<file path="src/rtl/router_rx_pkg.sv">
// Shared types and header field positions for the router port receiver.
package router_rx_pkg;

  typedef enum logic [2:0] {
    StIdle,
    StHdr,
    StPayload,
    StParity,
    StReport
  } rx_state_e;

  typedef struct packed {
    logic [5:0] len;
    logic [1:0] addr;
    logic       par_err;
    logic       addr_err;
    logic       timeout;
  } rx_sts_t;

  localparam int unsigned HDR_LEN_MSB  = 7;
  localparam int unsigned HDR_LEN_LSB  = 2;
  localparam int unsigned HDR_ADDR_MSB = 1;
  localparam int unsigned HDR_ADDR_LSB = 0;

endpackage

</file>
<file path="src/rtl/rx_skid_buf.sv">
// Two-entry skid buffer holding {last, data}; push and pop may coincide.
module rx_skid_buf (
  input  logic       clk_i,
  input  logic       rst_i,
  input  logic       push_i,
  input  logic [8:0] push_data_i,
  input  logic       pop_i,
  input  logic       flush_i,
  output logic [8:0] data_o,
  output logic [1:0] occ_o
);

  logic [8:0] mem_q [2];
  logic       rd_ptr_q;
  logic       wr_ptr_q;
  logic [1:0] occ_q;
  logic       do_push;
  logic       do_pop;

  assign do_pop  = pop_i && (occ_q != 2'd0);
  // A full buffer still accepts a push when the head leaves in the same cycle.
  assign do_push = push_i && ((occ_q != 2'd2) || do_pop);

  // Storage, pointers and occupancy; flush drops all entries.
  always_ff @(posedge clk_i or posedge rst_i) begin
    if (rst_i) begin
      mem_q[0] <= '0;
      mem_q[1] <= '0;
      rd_ptr_q <= 1'b0;
      wr_ptr_q <= 1'b0;
      occ_q    <= 2'd0;
    end else if (flush_i) begin
      rd_ptr_q <= 1'b0;
      wr_ptr_q <= 1'b0;
      occ_q    <= 2'd0;
    end else begin
      if (do_push) begin
        mem_q[wr_ptr_q] <= push_data_i;
        wr_ptr_q        <= ~wr_ptr_q;
      end
      if (do_pop) begin
        rd_ptr_q <= ~rd_ptr_q;
      end
      occ_q <= occ_q + {1'b0, do_push} - {1'b0, do_pop};
    end
  end

  assign data_o = mem_q[rd_ptr_q];
  assign occ_o  = occ_q;

endmodule

</file>
<file path="src/rtl/router_port_rx.sv">
// Router output port receiver: drains the port FIFO, parses header/payload/parity,
// streams payload bytes and reports one status record per packet.
// Optional packet/error counters are built when ROUTER_RX_STATS_EN is defined.
module router_port_rx
  import router_rx_pkg::*;
#(
  parameter logic [1:0]  PORT_ID     = 2'd0,
  parameter int unsigned TIMEOUT_CYC = 24
) (
  input  logic        clk,
  input  logic        rst,
  input  logic        vld_out,
  input  logic [7:0]  dout,
  output logic        rd_en,
  output logic [7:0]  m_data,
  output logic        m_valid,
  input  logic        m_ready,
  output logic        m_last,
  output logic        sts_valid,
  output logic [5:0]  sts_len,
  output logic [1:0]  sts_addr,
  output logic        sts_par_err,
  output logic        sts_addr_err,
  output logic        sts_timeout,
  output logic [15:0] pkt_cnt,
  output logic [15:0] err_cnt
);

  localparam logic [7:0] TmoLast = 8'(TIMEOUT_CYC - 1);

  rx_state_e  state_q, state_d;
  logic [5:0] len_q, len_d;
  logic [1:0] addr_q, addr_d;
  logic [7:0] par_q, par_d;
  logic [5:0] rcvd_q, rcvd_d;
  logic [6:0] issued_q, issued_d;
  logic [7:0] tmo_q, tmo_d;
  logic       timeout_q, timeout_d;
  logic       inflight_q;

  logic       rd_en_c;
  logic       push;
  logic       push_last;
  logic       flush;
  logic       pop;
  logic       sts_fire;
  logic [8:0] head;
  logic [1:0] occ;
  logic [2:0] occ_next;
  logic [6:0] len_p1;
  logic       tmo_active;
  logic       idle_cyc;
  logic       tmo_hit;
  rx_sts_t    sts;

  rx_skid_buf u_skid (
    .clk_i       (clk),
    .rst_i       (rst),
    .push_i      (push),
    .push_data_i ({push_last, dout}),
    .pop_i       (pop),
    .flush_i     (flush),
    .data_o      (head),
    .occ_o       (occ)
  );

  assign m_valid = (occ != 2'd0);
  assign m_data  = head[7:0];
  assign m_last  = m_valid && head[8];
  assign pop     = m_valid && m_ready;

  // Occupancy seen by a read issued now: after this cycle's pop, plus the byte landing now.
  assign occ_next   = {1'b0, occ} - {2'b0, pop} + {2'b0, inflight_q};
  assign len_p1     = {1'b0, len_q} + 7'd1;
  assign tmo_active = (state_q == StHdr) || (state_q == StPayload) || (state_q == StParity);
  assign idle_cyc   = !vld_out && !inflight_q;
  assign tmo_hit    = tmo_active && idle_cyc && (tmo_q == TmoLast);

  // Next-state, read issue and byte routing.
  always_comb begin
    state_d   = state_q;
    len_d     = len_q;
    addr_d    = addr_q;
    par_d     = par_q;
    rcvd_d    = rcvd_q;
    timeout_d = timeout_q;
    tmo_d     = '0;
    rd_en_c   = 1'b0;
    push      = 1'b0;
    push_last = 1'b0;
    flush     = 1'b0;
    sts_fire  = 1'b0;

    if (tmo_active && idle_cyc) begin
      tmo_d = tmo_q + 8'd1;
    end

    unique case (state_q)
      StIdle: begin
        rd_en_c = vld_out;
        if (vld_out) begin
          par_d     = '0;
          rcvd_d    = '0;
          timeout_d = 1'b0;
          state_d   = StHdr;
        end
      end
      StHdr: begin
        if (inflight_q) begin
          len_d   = dout[HDR_LEN_MSB:HDR_LEN_LSB];
          addr_d  = dout[HDR_ADDR_MSB:HDR_ADDR_LSB];
          par_d   = dout;
          state_d = (dout[HDR_LEN_MSB:HDR_LEN_LSB] != 6'd0) ? StPayload : StParity;
        end
      end
      StPayload: begin
        // issued_q counts the header read, so len payload reads end at len+1.
        rd_en_c = vld_out && (occ_next < 3'd2) && (issued_q < len_p1);
        if (inflight_q) begin
          push      = 1'b1;
          push_last = (rcvd_q == len_q - 6'd1);
          par_d     = par_q ^ dout;
          rcvd_d    = rcvd_q + 6'd1;
          if (rcvd_q == len_q - 6'd1) begin
            state_d = StParity;
          end
        end
      end
      StParity: begin
        if (inflight_q) begin
          par_d   = par_q ^ dout;
          state_d = StReport;
        end else begin
          rd_en_c = vld_out && (issued_q == len_p1);
        end
      end
      StReport: begin
        // Drain the stream first so m_last is always seen before the status.
        if (occ == 2'd0) begin
          sts_fire = 1'b1;
          state_d  = StIdle;
        end
      end
      default: state_d = StIdle;
    endcase

    if (tmo_hit) begin
      flush     = 1'b1;
      push      = 1'b0;
      rd_en_c   = 1'b0;
      timeout_d = 1'b1;
      tmo_d     = '0;
      state_d   = StReport;
    end

    issued_d = ((state_q == StIdle) ? 7'd0 : issued_q) + {6'd0, rd_en_c};
  end

  // Packet state registers.
  always_ff @(posedge clk or posedge rst) begin
    if (rst) begin
      state_q    <= StIdle;
      len_q      <= '0;
      addr_q     <= '0;
      par_q      <= '0;
      rcvd_q     <= '0;
      issued_q   <= '0;
      tmo_q      <= '0;
      timeout_q  <= 1'b0;
      inflight_q <= 1'b0;
    end else begin
      state_q    <= state_d;
      len_q      <= len_d;
      addr_q     <= addr_d;
      par_q      <= par_d;
      rcvd_q     <= rcvd_d;
      issued_q   <= issued_d;
      tmo_q      <= tmo_d;
      timeout_q  <= timeout_d;
      inflight_q <= rd_en_c;
    end
  end

  // Keep the FIFO untouched while reset is held.
  assign rd_en = rd_en_c && !rst;

  assign sts.len      = len_q;
  assign sts.addr     = addr_q;
  assign sts.par_err  = (par_q != 8'd0) && !timeout_q;
  assign sts.addr_err = (addr_q != PORT_ID);
  assign sts.timeout  = timeout_q;

  assign sts_valid    = sts_fire;
  assign sts_len      = sts_fire ? sts.len : 6'd0;
  assign sts_addr     = sts_fire ? sts.addr : 2'd0;
  assign sts_par_err  = sts_fire && sts.par_err;
  assign sts_addr_err = sts_fire && sts.addr_err;
  assign sts_timeout  = sts_fire && sts.timeout;

`ifdef ROUTER_RX_STATS_EN
  logic [15:0] pkt_cnt_q;
  logic [15:0] err_cnt_q;
  logic        any_err;

  assign any_err = sts.par_err || sts.addr_err || sts.timeout;

  // Saturating packet and error counters.
  always_ff @(posedge clk or posedge rst) begin
    if (rst) begin
      pkt_cnt_q <= '0;
      err_cnt_q <= '0;
    end else if (sts_fire) begin
      if (pkt_cnt_q != 16'hFFFF) pkt_cnt_q <= pkt_cnt_q + 16'd1;
      if (any_err && (err_cnt_q != 16'hFFFF)) err_cnt_q <= err_cnt_q + 16'd1;
    end
  end

  assign pkt_cnt = pkt_cnt_q;
  assign err_cnt = err_cnt_q;
`else
  assign pkt_cnt = 16'd0;
  assign err_cnt = 16'd0;
`endif

endmodule
</file>
<file path="config.mk">
export PLATFORM = sky130hd
export DESIGN_NAME = router_port_rx
export DESIGN_NICKNAME = d
export VERILOG_FILES = /design/src/rtl/router_rx_pkg.sv /design/src/rtl/rx_skid_buf.sv /design/src/rtl/router_port_rx.sv
export SDC_FILE = /design/constraint.sdc
export NUM_CORES = 1
export LEC_CHECK = 0
export BUFFER_PORTS_ARGS = -buffer_cell sky130_fd_sc_hd__buf_4
export CELL_PAD_IN_SITES_DETAIL_PLACEMENT = 0
export CELL_PAD_IN_SITES_GLOBAL_PLACEMENT = 1
export CORE_MARGIN = 2
export CORE_UTILIZATION = 35
export CTS_CLUSTER_SIZE = 16
export DETAILED_ROUTE_END_ITERATION = 12
export PLACE_DENSITY_LB_ADDON = 0.1
export SYNTH_ARGS = -nofsm -noshare
export SYNTH_HDL_FRONTEND = slang
export SYNTH_SLANG_ARGS = --single-unit
</file>
<file path="constraint.sdc">
create_clock -name clk -period 3.35 [get_ports clk]
set_input_delay 0.1675 -clock clk [delete_from_list [all_inputs] [get_ports clk]]
set_output_delay 0.1675 -clock clk [all_outputs]
set_load 0.05 [all_outputs]
</file>
==> results.txt, run 1 <==
----------------------------------------------------
[Cells and area]
  Commonest non-fill, non-tap cells in the layout ... dfrtp_1, buf_4, mux2_2, conb_1, nor2_1
  Fraction of layout cells with a size suffix above 1 ... 24.35%
  Commonest non-fill, non-tap cell in the layout ... dfrtp_1
  Area Growth Syn to Fin ... 13.62%
  Area used by sequential logic in the layout ... 1602 um^2
  Post-layout instance area ... roughly 4300 um^2
  Footprint of the multi-input gates ... a little under 2000 um^2
  NumNets Final ... 447
  # fillers ... 1109
  Diodes inserted ... 0

[Global route]
  Global-route wire length before repair ... 13470 um
  Grt ovf ... 0
  Via count of the first global-routing pass ... 2565
  Pin count of the biggest net entering global routing ... 47
  Number of antenna violations at the first check in global routing ... 0
  Tot GR Track Use ... 15.19%

[Timing]
  Fin worst setup slack ... 0.2068 ns
  Period Utilization, post-route ... 93.83%
  Highest achievable clock rate ... ~320 MHz
  Min cycle time layout ... 3.143 ns
  Worst-case hold slack ... slightly above 0.07 ns
  Max-slew violations ... 0
  Total negative slack ... 0 ns
  Setup-failing EPs final ... 0
  Worst Skew ... about 0.013 ns
  Actual slew at the worst max-slew pin ... 0.9826 ns
  Number of hold violations in the final report ... 0
  Rel. slew slack ... 34.40%

[Floorplan]
  Boundary Pins ... 67
  Std-Cell Core Area ... 10750 um^2
  Area enclosed by the die boundary ... 11770 um^2
  Starting Density ... 35.56%
  Width of the die ... 108.5 um
  Number of rows in the core area ... 38
  Vertical extent of the die ... 108.5 um

[Status]
  Run status ... completed

[Setup path]
  Endpoint type of the worst setup path ... flip-flop
  RR Startpoint ... u_skid.occ_o[0]
  Worst-path maximum fanout ... 3
  R2r endpoint ... issued_q[6]
  Arrival time of data at the critical path endpoint ... between 3 and 4 ns
  CP startpoint ... u_skid.occ_o[0]
  Reg-to-reg slack, setup ... approximately 0.21 ns
  Critical path launch point type ... flip-flop
  Endpoint of the most critical setup path ... issued_q[6]
  Worst Path Required ... 3.63 ns
  Cell depth of the worst flop-to-flop path ... 16
  Class of the most critical setup path ... flip-flop to flip-flop

[Placed design]
  Buffers added on ports ... 34
  Placement-stage cell area ... between 4000 and 5000 um^2
  Routability cong. ... 0.7779
  Detailed placement HPWL ... roughly 6000 um
  DP Worst Slack ... 0.1508 ns

[Clocking]
  Clk sink count ... 64
  Clock latency at the later pin of the worst-skew pair ... 0.35 ns
  Clk pin slew, worst setup/hold paths ... roughly 0.070 ns
  CTS max path bufs ... 2
  TritonCTS clock tree ... built
  Buffer cell driving the clock tree root ... clkbuf_8
  Number of levels in the clock H-tree ... 3
  CTS Buf Count ... 9

[Synthesis]
  Simple-gate share of the synthesized area ... 17.49%
  Netlist area before placement ... 3821 um^2
  Average cell area after synthesis ... 10.06 um^2
  Number of distinct standard cells referenced by the synthesized netlist ... 50
  Share of synthesized cell area in full adder, half adder and majority cells ... 5.763%
  Mux share of post-synthesis cell area ... 10.25%
  Compound-gate portion of the synthesized area ... 7.040%
  Warning count from the yosys run ... 0
  Main synth FF type ... dfrtp_1
  Xor and xnor area share after synthesis ... 7.105%
  Count of flip-flops with a built-in enable after synthesis ... 0
  Proportion of register bits with asynchronous set or reset after synthesis ... 100.0%
  Combinational family with the most area after synthesis ... simple AND/OR/NAND/NOR gates
  Synth Instances ... 380
  Part of the Yosys area used for sequential elements ... a little over two fifths
  Flops & latches, synth ... 64

[Route]
  Via count ... 2656
  DRT Wirelength ... 8413 um
  Via/cell ratio ... 4.718
  Wirelength per Cell ... 14.94 um
  Drt initial violations ... 161
  Final routed DRC violation total ... 0
  Drt first pass iters ... 4
  Post-route antenna net violation count ... 0

[Job]
  Max_cap viols ... 0

[Pwr]
  Pwr per Cell Area ... roughly 860 nW/um^2
  Leakage power summed over all cells ... 0.002128 uW
  Final total power ... 3748 uW
  Largest voltage drop on the vdd net ... 449.4 uV

[Hold path]
  Class of the tightest hold or removal check ... input port to async pin

----------------------------------------------------
## report_power, final
part | switching [uW] | total [uW] | internal [uW]
Sequential | 296 | 1320 | 1020
Clock | 323 | 689 | 366
Combinational | 1020 | 1740 | 717
## registers in the layout, indices dropped and copies added, names as in the netlist
| register | count |
|---|---|
| u_skid.mem_q | 18 |
| rcvd_q | 6 |
| u_skid.rd_ptr_q | 1 |
| u_skid.wr_ptr_q | 1 |
| u_skid.occ_o | 2 |
| tmo_q | 8 |
| state_q | 3 |
| inflight_q | 1 |
| issued_q | 7 |
| timeout_q | 1 |
| par_q | 8 |
| addr_q | 2 |
| len_q | 6 |
## how the worst min path moves through the flow
| stage | to | slack [ns] | startpoint | cells past startpoint |
|---|---|---|---|---|
| finish | issued_q[3] | 0.07 | rst | 2 |
| global route | addr_q[0] | 0.09 | dout[0] | 2 |
| CTS | addr_q[0] | 0.09 | dout[0] | 2 |
| detailed placement | tmo_q[0] | 0.44 | tmo_q[0] | 1 |
| global placement | tmo_q[0] | 0.44 | tmo_q[0] | 1 |
| floorplan | len_q[0] | 0.28 | dout[2] | 2 |
## layer usage
| metal | vias up | track usage, % | part of all wire, % |
|---|---|---|---|
| li1 | 1302 | - | - |
| met1 | 1282 | 20.98 | 48 |
| met2 | 62 | 23.30 | 46 |
| met3 | 10 | 3.195 | 3.7 |
| met4 | 0 | 5.861 | 1.6 |
| met5 | - | 0 | 0 |
## final cells by class
type	count	share of cell area, %
tap	140	4.035
clock inverter	6	1.556
timing repair buffer	41	7.089
sequential	64	36.89
multi-input combinational	279	45.27
clock buffer	10	3.170
inverter	23	1.988
## synthesized netlist by cell type, types with 5 or more instances
master,n,area share [%]
xnor2_1,11,2.5
dfrtp_1,64,42
nor4_1,5,0.82
nor2b_1,8,1.3
and2_1,14,2.3
buf_2,7,0.92
nand3_1,16,2.1
xor2_1,20,4.6
and3_1,10,1.6
nand2_1,18,1.8
inv_1,22,2.2
mux2_2,33,9.7
o21ai_0,9,1.2
nor3_1,5,0.65
nor2_1,26,2.6
nand2b_1,5,0.82
ha_1,16,5.2
buf_4,33,6.5
o32ai_1,5,1.1
a21oi_1,13,1.7
## worst max-delay path, stage by stage (launching register included)
cell and delay, ns:
dfrtp_1 0.41, nor2_2 0.12, nor2b_2 0.06, ha_1 0.26, inv_1 0.07, nand2_1 0.07
fa_1 0.50, nand3b_1 0.12, a2111oi_4 0.32, o31ai_2 0.13, nand2_1 0.12, ha_2 0.20
ha_1 0.18, and3_1 0.19, nand3_1 0.09, xor2_1 0.15, nor2_1 0.08
## logic make-up after synthesis
kind of cell    after synthesis
fa+ha+maj                    17
compound gates               41
mux                          35
other cells                   1
flops                        64
buf+inv                      68
simple gates                123
xor+xnor                     31
## timing repair
item / 4_1_cts / 5_1_grt
gates resized for setup: 0 / 5
setup endpoints to repair: 0 / 1
setup buffers: 0 / 1
hold buffers: 0 / 0
endpoints found under the hold margin: 0 / 0
## through the flow
| step | cells | utilization (%) |
|---|---|---|
| 2_1_floorplan | 411 | - |
| 3_3_place_gp | 546 | 38.19 |
| 3_5_place_dp | 546 | 38.19 |
| 4_1_cts | 562 | 40.10 |
| 5_1_grt | 563 | 40.41 |
| 6_report | 563 | 40.41 |
(Power assumes the default switching activity.)
==> run 2: changes to the inputs <==
==> constraint.sdc (replaced) <==
create_clock -name clk -period 3.35 [get_ports clk]
set_input_delay 0.67 -clock clk [delete_from_list [all_inputs] [get_ports clk]]
set_output_delay 0.67 -clock clk [all_outputs]
set_load 0.05 [all_outputs]
==> results.txt, run 2 (synthesized netlist as in run 1, its figures left out) <==
----------------------------------------------------
[Setup path]
  Class of the most critical setup path ... flip-flop to output pin
  Cell chain of the critical path ... nor2_2 -> nor2b_2 -> ha_1 -> inv_2 -> nand2_2 -> fa_1 -> xor2_1 -> a2111oi_4 -> o31ai_4 -> a21oi_4 -> buf_6
  Crit-path slowest cell ... dfrtp_1
  Slowest stage delay, CP ... about 0.39 ns
  Critical path launch point type ... flip-flop
  Worst-path maximum fanout ... 2
  Endpoint type of the worst setup path ... output pin
  Arrival time of data at the critical path endpoint ... roughly 2.7 ns
  Worst Path Required ... 2.68 ns
  Worst path buffer plus inverter count ... 2
  Crit path max-delay family ... adder cells

[Clocking]
  CTS max path bufs ... 2
  Clk sink count ... 64
  Number of buffers added to fix hold violations after cts ... 0
  Clk pin slew, worst setup/hold paths ... 0.08 ns
  Number of levels in the clock H-tree ... 3
  Buffer cell driving the clock tree root ... clkbuf_8
  CTS Buf Count ... 9
  Clock latency at the later pin of the worst-skew pair ... 0.35 ns
  TritonCTS clock tree ... built

[Floorplan]
  Number of rows in the core area ... 38
  Width of the die ... 108.5 um
  Boundary Pins ... 67
  Area enclosed by the die boundary ... 11770 um^2
  Starting Density ... 35.56%
  Vertical extent of the die ... 108.5 um
  Std-Cell Core Area ... between 10000 and 15000 um^2

[Global route]
  Most Used Layer, Global Route ... met2
  Pin count of the biggest net entering global routing ... 53
  Met1 demand-to-capacity share in global routing ... 21.62%
  Grt ovf ... 0
  Number of antenna violations at the first check in global routing ... 0
  Met3 global-route usage ... 2.773%
  Global-route wire length before repair ... 13540 um
  Fraction of met2 tracks used by global routing ... between 20% and 30%
  Via count of the first global-routing pass ... 2524
  Tot GR Track Use ... about 15%

[Pwr]
  Pwr per Cell Area ... 873.0 nW/um^2
  Leakage power summed over all cells ... 0.002162 uW
  Final total power ... 3887 uW
  Largest voltage drop on the vdd net ... 470.3 uV

[Cells and area]
  Fraction of layout cells with a size suffix above 1 ... a little over a quarter
  Diodes inserted ... 0
  # fillers ... 1097
  Commonest non-fill, non-tap cells in the layout ... dfrtp_1, buf_4, mux2_2, conb_1, nor2_1
  Largest register by flop count ... u_skid.mem_q
  Commonest non-fill, non-tap cell in the layout ... dfrtp_1
  Area Growth Syn to Fin ... 16.54%
  Number of cells in the finished layout apart from fillers ... roughly 570
  NumNets Final ... 452
  Number of flip-flops in the largest register ... 18
  Top Registers ... u_skid.mem_q x18, par_q x8, tmo_q x8

[Timing]
  Worst-case hold slack ... 0.2888 ns
  Fin worst setup slack ... -0.03294 ns
  Setup-failing EPs final ... 1
  Rel. slew slack ... 50.77%
  Highest achievable clock rate ... between 200 and 300 MHz
  Number of hold violations in the final report ... 0
  Max-slew violations ... 0
  Min cycle time layout ... 3.383 ns
  Worst Skew ... 0.009739 ns
  Period Utilization, post-route ... 101.0%
  Setup repair after global routing missed its margin ... yes
  Actual slew at the worst max-slew pin ... 0.7340 ns

[Placed design]
  Routability cong. ... roughly 0.75
  Post-Place Cells ... between 500 and 600
  Detailed placement HPWL ... ~6000 um
  DP Worst Slack ... -0.1380 ns
  Buffers added on ports ... 34

[Route]
  Via/cell ratio ... roughly 4.6
  Drt initial violations ... 120
  Wirelength per Cell ... 14.69 um
  Final routed DRC violation total ... 0
  Drt first pass iters ... 4
  DRT Wirelength ... about 8300 um
  Via count ... between 2000 and 3000
  Post-route antenna net violation count ... 0

[Job]
  Max_cap viols ... 0

[Status]
  Violations in the final reports ... negative setup slack
  Run status ... finished with violations

[Hold path]
  Class of the tightest hold or removal check ... input port to async pin

----------------------------------------------------
==> run 2: cell types whose count changed in the layout (fill, tap and decap cells not counted), sizes merged <==
cell    change
buf         +5
bufinv      +1
inv         -1
==> run 2: what timing repair did <==
| item | in CTS | in global routing |
|---|---|---|
| pin swaps | 3 | 1 |
| gates resized for setup | 7 | 6 |
| cloned | 0 | 0 |
| setup buffers | 0 | 1 |
| endpoints found under the setup margin | 1 | 2 |
| hold endpoints to repair | 0 | 0 |
==> run 2: report_power, final <==
group          internal, uW  leakage (uW)  total (uW)  switching [uW]
registers              1030      0.000834        1300             275
logic                   748       0.00122        1810            1070
clock network           441      0.000109         770             329
total                  2220       0.00216        3890            1670
==> run 2: cell type report <==
type	count	area, um^2	area share, %
Multi-Input combinational cell	279	1996	44.82
Sequential cell	64	1604	36.02
Timing Repair Buffer	46	361.6	8.120
Tap cell	140	175.2	3.934
Clock buffer	10	137.6	3.091
Clock inverter	6	92.59	2.079
Inverter	23	86.33	1.939
==> run 2: final timing paths <==
| path | endpoint | startpoint | cells after the start | slack, ns |
|---|---|---|---|---|
| worst min register to register | tmo_q[0] | tmo_q[0] | 1 | 0.47 |
| min in group clk | tmo_q[0] | tmo_q[0] | 1 | 0.47 |
| max in group asynchronous | len_q[1] | rst | 3 | 2.45 |
| worst min-delay path | rcvd_q[3] | rst | 2 | 0.29 |
| worst max-delay path | rd_en | u_skid.occ_o[1] | 11 | -0.03 |
| worst max register to register | issued_q[6] | u_skid.occ_o[1] | 17 | 0.10 |
==> run 2: metrics by stage <==
step	util (%)	setup TNS, ns	cell area [um^2]
finish	41.44	-0.03294	4453
global route	41.44	-0.3100	4453
CTS	41.23	-0.1338	4431
detailed placement	38.76	-0.2680	4165
global placement	38.76	-0.1127	4165
floorplan	-	0	3949
==> run 2: layer usage <==
metal  share of wire, %  wire length [um]
met1                 50              4195
met2                 44              3690
met3                3.3               274
met4                2.2               184
met5                  0                 0
